<file path="src/rtl/dot_matrix_keypad_if.sv">
// Button-side inputs and move-pulse outputs of the keypad conditioner.
// No latency of its own; it only carries signals.
// No backpressure; the pulses are fire-and-forget.
interface dot_matrix_keypad_if;
  logic       power;
  logic [3:0] btn_raw;   // {left, down, right, up}, 1 = pressed
  logic       up;
  logic       down;
  logic       right;
  logic       left;
  logic       key_held;
  logic       lockout;

  // The master drives the buttons and power and watches the moves.
  modport master (
    output power, btn_raw,
    input  up, down, right, left, key_held, lockout
  );

  // The slave is the keypad conditioner itself.
  modport slave (
    input  power, btn_raw,
    output up, down, right, left, key_held, lockout
  );
endinterface

</file>
<file path="src/rtl/dot_matrix_keypad.sv">
// Synchronises, debounces and arbitrates four direction buttons into one-hot move pulses.
// First pulse is high in the cycle after edge SYNC_STAGES+DEBOUNCE_CYCLES+1 of a held press.
// No backpressure: the cursor stage must take every one-cycle pulse as it comes.
module dot_matrix_keypad #(
  parameter int SYNC_STAGES     = 2,
  parameter int DEBOUNCE_CYCLES = 4,
  parameter int REPEAT_DELAY    = 16,
  parameter int REPEAT_RATE     = 8,
  parameter bit REPEAT_EN       = 1'b1
) (
  input logic           clk,
  input logic           reset,   // asynchronous, active low
  dot_matrix_keypad_if.slave kp
);

  localparam int DCW    = $clog2(DEBOUNCE_CYCLES + 1);
  localparam int HC_MAX = (REPEAT_DELAY > REPEAT_RATE) ? REPEAT_DELAY : REPEAT_RATE;
  localparam int HCW    = $clog2(HC_MAX + 1);

  localparam logic [DCW-1:0] DB_LAST  = DCW'(DEBOUNCE_CYCLES - 1);
  localparam logic [HCW-1:0] RD_LAST  = HCW'(REPEAT_DELAY - 1);
  localparam logic [HCW-1:0] RR_LAST  = HCW'(REPEAT_RATE - 1);

  typedef enum logic [1:0] {
    ST_IDLE    = 2'd0,
    ST_PRESSED = 2'd1,
    ST_REPEAT  = 2'd2,
    ST_LOCKOUT = 2'd3
  } state_t;

  logic [SYNC_STAGES-1:0][3:0] sync_q;
  logic [3:0]                  sync;
  logic [3:0][DCW-1:0]         cnt_q, cnt_d;
  logic [3:0]                  db_q, db_d;
  state_t                      state_q, state_d;
  logic [3:0]                  key_q, key_d;
  logic [HCW-1:0]              hc_q, hc_d;
  logic [HCW-1:0]              hc_inc;
  logic [HCW-1:0]              rep_last;
  logic [3:0]                  pulse_q, pulse_d;
  logic                        db_onehot;

  assign sync = sync_q[SYNC_STAGES-1];

  // Shift each raw button through its own synchroniser chain.
  always_ff @(posedge clk or negedge reset) begin
    if (!reset) begin
      sync_q <= '0;
    end else begin
      sync_q <= {sync_q[SYNC_STAGES-2:0], kp.btn_raw};
    end
  end

  // Per-bit debounce: accept a level only after it has differed for DEBOUNCE_CYCLES edges.
  always_comb begin
    cnt_d = cnt_q;
    db_d  = db_q;
    for (int i = 0; i < 4; i++) begin
      if (sync[i] == db_q[i]) begin
        cnt_d[i] = '0;
      end else if (cnt_q[i] >= DB_LAST) begin
        db_d[i]  = sync[i];
        cnt_d[i] = '0;
      end else begin
        cnt_d[i] = cnt_q[i] + DCW'(1);
      end
    end
  end

  // Debounce state registers.
  always_ff @(posedge clk or negedge reset) begin
    if (!reset) begin
      cnt_q <= '0;
      db_q  <= '0;
    end else begin
      cnt_q <= cnt_d;
      db_q  <= db_d;
    end
  end

  assign db_onehot = (db_q != 4'd0) && ((db_q & (db_q - 4'd1)) == 4'd0);
  assign hc_inc    = (&hc_q) ? hc_q : hc_q + HCW'(1);
  assign rep_last  = (state_q == ST_PRESSED) ? RD_LAST : RR_LAST;

  // Arbitration FSM: a release always beats a due repeat, and any second key locks out.
  always_comb begin
    state_d = state_q;
    key_d   = key_q;
    hc_d    = hc_q;
    pulse_d = 4'd0;
    if (!kp.power) begin
      state_d = ST_IDLE;
      hc_d    = '0;
    end else begin
      case (state_q)
        ST_IDLE: begin
          if (db_onehot) begin
            key_d   = db_q;
            pulse_d = db_q;
            hc_d    = '0;
            state_d = ST_PRESSED;
          end else if (db_q != 4'd0) begin
            state_d = ST_LOCKOUT;
          end
        end
        ST_PRESSED, ST_REPEAT: begin
          if (db_q == 4'd0) begin
            state_d = ST_IDLE;
          end else if (db_q != key_q) begin
            state_d = ST_LOCKOUT;
          end else if (REPEAT_EN && (hc_q == rep_last)) begin
            pulse_d = key_q;
            hc_d    = '0;
            state_d = ST_REPEAT;
          end else begin
            hc_d = hc_inc;
          end
        end
        ST_LOCKOUT: begin
          if (db_q == 4'd0) begin
            state_d = ST_IDLE;
          end
        end
        default: state_d = ST_IDLE;
      endcase
    end
  end

  // FSM, latched key, hold counter and registered pulses.
  always_ff @(posedge clk or negedge reset) begin
    if (!reset) begin
      state_q <= ST_IDLE;
      key_q   <= 4'd0;
      hc_q    <= '0;
      pulse_q <= 4'd0;
    end else begin
      state_q <= state_d;
      key_q   <= key_d;
      hc_q    <= hc_d;
      pulse_q <= pulse_d;
    end
  end

  assign kp.up       = pulse_q[0];
  assign kp.right    = pulse_q[1];
  assign kp.down     = pulse_q[2];
  assign kp.left     = pulse_q[3];
  assign kp.key_held = (state_q == ST_PRESSED) || (state_q == ST_REPEAT);
  assign kp.lockout  = (state_q == ST_LOCKOUT);

endmodule
</file>
<file path="src/flat_wrapper.sv">
// flat-port wrapper written by rule: the top's interface ports become plain ports
module dot_matrix_keypad_flat 
#(
  parameter int SYNC_STAGES     = 2,
  parameter int DEBOUNCE_CYCLES = 4,
  parameter int REPEAT_DELAY    = 16,
  parameter int REPEAT_RATE     = 8,
  parameter bit REPEAT_EN       = 1'b1
)
  (clk, reset, kp_power, kp_btn_raw, kp_up, kp_down, kp_right, kp_left, kp_key_held, kp_lockout);
  dot_matrix_keypad_if kp_i ();
  input logic clk;
  input logic reset;
  input wire logic [$bits(kp_i.power)-1:0] kp_power;
  input wire logic [$bits(kp_i.btn_raw)-1:0] kp_btn_raw;
  output wire logic [$bits(kp_i.up)-1:0] kp_up;
  output wire logic [$bits(kp_i.down)-1:0] kp_down;
  output wire logic [$bits(kp_i.right)-1:0] kp_right;
  output wire logic [$bits(kp_i.left)-1:0] kp_left;
  output wire logic [$bits(kp_i.key_held)-1:0] kp_key_held;
  output wire logic [$bits(kp_i.lockout)-1:0] kp_lockout;
  assign kp_i.power = kp_power;
  assign kp_i.btn_raw = kp_btn_raw;
  assign kp_up = kp_i.up;
  assign kp_down = kp_i.down;
  assign kp_right = kp_i.right;
  assign kp_left = kp_i.left;
  assign kp_key_held = kp_i.key_held;
  assign kp_lockout = kp_i.lockout;
  dot_matrix_keypad #(.SYNC_STAGES(SYNC_STAGES), .DEBOUNCE_CYCLES(DEBOUNCE_CYCLES), .REPEAT_DELAY(REPEAT_DELAY), .REPEAT_RATE(REPEAT_RATE), .REPEAT_EN(REPEAT_EN)) u_core (.clk(clk), .reset(reset), .kp(kp_i));
endmodule
</file>
<file path="config.mk">
export PLATFORM = sky130hd
export DESIGN_NAME = dot_matrix_keypad_flat
export DESIGN_NICKNAME = d
export VERILOG_FILES = /design/src/rtl/dot_matrix_keypad_if.sv /design/src/rtl/dot_matrix_keypad.sv /design/src/flat_wrapper.sv
export SDC_FILE = /design/constraint.sdc
export NUM_CORES = 1
export LEC_CHECK = 0
export ABC_AREA = 0
export BUFFER_PORTS_ARGS = -buffer_cell sky130_fd_sc_hd__buf_2
export CAP_MARGIN = 20
export CORE_ASPECT_RATIO = 0.8
export CORE_UTILIZATION = 35
export CTS_BUF_LIST = sky130_fd_sc_hd__clkbuf_4 sky130_fd_sc_hd__clkbuf_8 sky130_fd_sc_hd__clkbuf_16
export DETAILED_ROUTE_END_ITERATION = 6
export SLEW_MARGIN = 10
export SYNTH_ARGS = -nofsm -noshare
export SYNTH_HDL_FRONTEND = slang
export SYNTH_SLANG_ARGS = --single-unit
export TNS_END_PERCENT = 10
</file>
<file path="constraint.sdc">
create_clock -name clk -period 2.7 [get_ports clk]
set_input_delay 0.54 -clock clk [delete_from_list [all_inputs] [get_ports clk]]
set_output_delay 0.54 -clock clk [all_outputs]
set_load 0.01 [all_outputs]
</file>
After elaboration in Yosys (flattened, before gate mapping)

Index checks and enable logic that the tools add are counted.

Word-level logic and storage cells: 91
Bits in registers: 39

Equal/unequal tests: 17
Reduce and logical (&&, ||, !) cells: 15
$lt $le $gt $ge: 4
Mux-type cells: 30
$add $sub $neg: 6
Bitwise operators: 5

Operator list:

| kind                | number |
|---|---|
| $mux 5              | 6 |
| $mux 3              | 8 |
| $mux 4              | 6 |
| $mux 2              | 7 |
| $add 3x1->3 const B | 4 |
| $ge 3x2->1 const B  | 4 |
| $pmux 5 s2          | 1 |
| $reduce_and 5->1    | 2 |
| $logic_not 4->1     | 2 |
| $pmux 4 s2          | 1 |
| $reduce_and 2->1    | 4 |
| $ne 3x2->1 const B  | 2 |
| $ne 3x3->1 const B  | 2 |
| $pmux 2 s3          | 1 |
| $reduce_and 3->1    | 2 |
| $add 5x1->5 const B | 1 |
| $eq 5x5->1          | 1 |
| $ne 5x2->1 const B  | 1 |
| $and 4x4->4         | 1 |
| $eq 1x1->1          | 4 |
| $eq 2x2->1 const B  | 2 |
| $ne 4x2->1 const B  | 1 |
| $ne 4x4->1          | 1 |
| $ne 4x4->1 const B  | 1 |
| other kinds (9)     | 12 |

Logic depth before layout (Yosys ltp)

Word-level depth: 8
Mapped depth: 7
Depth with buffers taken out: 7

Worst setup path before layout

No wires, ideal clock.

Path type: reg-to-reg
Start point: register u_core.db_q[1]
End point: register u_core.state_q[1]
Stages on the path, launching flop included: 7
Data required time: 2.575 ns
Setup slack: 0.848 ns
Library setup time: 0.125 ns
Arrival: 1.727 ns
Cells stage by stage: dfrtp_1 buf_6 xor2_2 nor4_4 nand4_1 a31oi_2 mux2_4

Word-level cells in the longest chain between the ends: 7
Elaborated cells between the ends (all ways): 16
Classes of those cells: add/sub (1); eq/ne (4); mux (5); bitwise (1); reduce/logical (5)

Ends and longest elaborated chain:

| element                | line                     | source |
|---|---|---|
| from (decl)            | dot_matrix_keypad.sv:34  | `logic [3:0] db_q, db_d;` |
| from (signal assigned) | dot_matrix_keypad.sv:74  | `db_q <= '0;` |
| from (signal assigned) | dot_matrix_keypad.sv:77  | `db_q <= db_d;` |
| $sub 4x1->4            | dot_matrix_keypad.sv:81  | `assign db_onehot = (db_q != 4'd0) && ((db_q & (db_q - 4'd1)) == 4'd0);` |
| $and 4x4->4            | dot_matrix_keypad.sv:81  |  |
| $logic_not 4->1        | dot_matrix_keypad.sv:81  |  |
| $logic_and 1x1->1      | dot_matrix_keypad.sv:81  |  |
| $mux 2                 | dot_matrix_keypad.sv:97  | `if (db_onehot) begin` |
| $pmux 2 s3             | dot_matrix_keypad.sv:95  | `case (state_q)` |
| $mux 2                 | dot_matrix_keypad.sv:91  | `if (!kp.power) begin` |
| to (signal assigned)   | dot_matrix_keypad.sv:137 | `state_q <= state_d;` |
| to (decl)              | dot_matrix_keypad.sv:35  | `state_t state_q, state_d;` |

Several ways; a longest one is shown, not always the timed one.
A chain may end at the register's enable or synchronous reset.

Worst setup path after layout

Ends and elaborated chain as after synthesis.

==> flow_summary.yaml <==
yosys:
  async_flop_share_pct: 100
  synth_edf_count: 0
  synth_area_leader_cell: "dfrtp_1"
  yosysSeqAreaShare_pct: 49.7
  syn_area_um2: 1960
  ys_top_cells_by_area: "dfrtp_1, ha_1, mux2_2"
  synth_top_area_share_pct: 49.7
  synthFlopType: "dfrtp_1"
  synth_warnings: 0
  synthTopCellsByCount: "dfrtp_1, nor2_1, ha_1, nand2_1, mux2_2"
  synth_area_per_cell_um2: 11.9
  syn_nets: 186
  yosysMostFrequentCell: "dfrtp_1"
  synthCells: 165
  ys_types: 46
  synth-seq-cells: 39
critical_path:
  crit_chain: "xor2_2, nor4_4, nand4_1, a31oi_2, mux2_4"
  rr_endpoint: "u_core.state_q[1]$_DFFE_PN0P_"
  cp-startpoint: "u_core.db_q[1]$_DFFE_PN0P_"
  required_ns: 2.88
  start_kind: "flip-flop"
  reg2reg_depth: 5
  crit_type: "flip-flop to flip-flop"
  worstReg2RegStart: "u_core.db_q[1]$_DFFE_PN0P_"
  critical_path.max_stage_delay_ns: 0.52
  r2r_setup_slack_ns: 0.68
  cp.arrival_ns: 2.20
  cp_max_fo: 11
  crit_path_top_delay_cell: "dfrtp_1"
  endpoint_kind: "flip-flop"
power_and_ir_drop:
  pwr-share-comb_pct: 40.5
  leakage_nw: 1.02
  ir_worst_vdd_mv: 0.283
  intPower_mw: 1.34
  p_per_area_nw_per_um2: 1030
  switchingPower_uw: 852
  switching_share_pct: 38.8
  seq_power_share_pct: 41.9
  clkPwrFrac_pct: 17.7
routing:
  via_per_inst: 4.74
  antenna_left: 0
  drc_errors: 0
  wl_per_cell_um: 11.9
  dr_total_vias: 1204
  drtIter0Drc: 106
  wl_um: 3020
  first_pass_iters: 4
min_path:
  hp-class: "input port to async pin"
placed_design:
  dp_slack_ns: 0.694
  place.gp.congestion: 0.884
  place_inst: 246
  io_buffers: 12
  dp_hpwl_um: 2100
timing:
  report.final.slew_viol_count: 0
  hold_viol_final: 0
  setup_violations: 0
  max-slew-margin-rel_pct: 43.4
  max_freq_mhz: 494
  finalSetupTns_ns: 0
  worst_slew_pin_slew_ns: 0.848
  layout_setup_ws_ns: 0.676
  period_needed_ns: 2.02
  period_share_pct: 74.9
  finClkSkew_ns: 0.00353
  rsz0062_at_grt: "no"
die:
  rows: 23
  coreArea_um2: 5210
  initial_core_util_pct: 37.7
  die_x_um: 85.7
  dieHeight_um: 69.0
  die-area_um2: 5910
  io_pins: 13
clocking:
  post_cts_buffers: 0
  path_clk_slew_ns: 0.07
  root_buffer: "clkbuf_8"
  numCtsBuffers: 5
  cts_tree: "yes"
  clock_path_buffers: 2
  clkLatencyLatePin_ns: 0.29
  hold_buffers: 0
  htree_levels: 2
  cts_num_sinks: 39
  cts-resized-gates: 0
run:
  max_cap_viol_count: 0
finish:
  multi_input_area_um2: 901
  fill_cells: 506
  nets: 199
  fin_cells: 254
  seqCellArea_um2: 976
  drive_gt1_share_pct: 21.2
  diodes: 0
  area.growth.synth_to_final_pct: 9.18
outcome:
  status: "finished, final reports clean"
global_route:
  overflow: 0
  grt_pass1_vias: 1134
  grt_pass1_wl_um: 5250
  antenna_found_initial: 0
  grt_max_degree: 40
  track_usage_pct: 11.9
## how the worst max path moves through the flow
stage	end	slack [ns]	cells past startpoint
after detailed placement	u_core.state_q[1]$_DFFE_PN0P_	0.69	5
after global routing	u_core.state_q[1]$_DFFE_PN0P_	0.54	5
after CTS	u_core.state_q[1]$_DFFE_PN0P_	0.68	5
after global placement	u_core.state_q[1]$_DFFE_PN0P_	0.71	5
final	u_core.state_q[1]$_DFFE_PN0P_	0.68	5
after floorplan	u_core.state_q[1]$_DFFE_PN0P_	0.85	6
## power groups by stage
| stage | registers (mW) | clock network (mW) | logic [mW] |
|---|---|---|---|
| final | 0.919 | 0.388 | 0.888 |
| after global routing | 0.950 | 0.429 | 1.00 |
| after CTS | 0.921 | 0.409 | 0.894 |
| after detailed placement | 0.934 | 0 | 0.886 |
| after global placement | 0.930 | 0 | 0.888 |
| after floorplan | 0.843 | 0 | 0.850 |
## kinds of logic (layout without fill, tap and decap cells)
| kind of cell | after synthesis | in the layout | share of synthesized area (%) |
|---|---|---|---|
| AND/OR/NAND/NOR | 54 | 54 | 15.1 |
| flip-flops | 39 | 39 | 49.7 |
| AO/OA/AOI/OAI | 24 | 24 | 10.1 |
| adder cells (fa/ha/maj) | 15 | 15 | 9.44 |
| buffers and inverters | 12 | 26 | 4.34 |
| multiplexers | 11 | 11 | 6.44 |
| XOR/XNOR | 10 | 10 | 4.85 |
## flip-flops by register name (all words and copies together), names as in the netlist
signal          cells
u_core.cnt_q       12
u_core.sync_q       4
u_core.key_q        4
u_core.hc_q         5
u_core.sync         4
u_core.state_q      2
u_core.pulse_q      4
u_core.db_q         4
## per-stage QoR
stage,cell area (um^2),total power [mW],util [%],hold slack [ns]
detailed placement,2050,1.82,39.4,0.338
global placement,2050,1.82,39.4,0.335
global route,2140,2.38,41.1,0.338
finish,2140,2.20,41.1,0.352
CTS,2140,2.22,41.1,0.341
floorplan,1960,1.69,-,0.244
## final cells by class
| class | instances | share of cell area, % |
|---|---|---|
| flip-flops and latches | 39 | 45.6 |
| multi-input cells | 114 | 42.1 |
| well taps | 75 | 4.38 |
| clock buffers | 6 | 3.56 |
| repair buffers | 12 | 2.80 |
| inverters | 6 | 1.05 |
| clock inverters | 2 | 0.584 |
## placed cells by master (no fill, tap or decap), drive strengths merged, types with 5 or more instances in the layout
master / instances
dfrtp: 39
clkbuf: 6
nor2: 16
mux2: 10
a211oi: 5
inv: 6
xor2: 9
and3: 6
ha: 14
buf: 12
nand2: 14
## worst max-delay path: cells and delay by family (launching register included)
kind	cells	cell delay [ns]
simple gates	2	0.56
flops	1	0.52
compound gates	1	0.27
mux	1	0.32
xor+xnor	1	0.24
## layer usage
metal  wire, um  global-route usage, %  vias up
li1           -                      -      608
met1       1680                   16.4      575
met2       1210                   16.7       17
met3         87                   3.57        4
met4         41                   6.25        0
met5          0                      0        -
No activity file was read; power rests on OpenSTA's default activity.
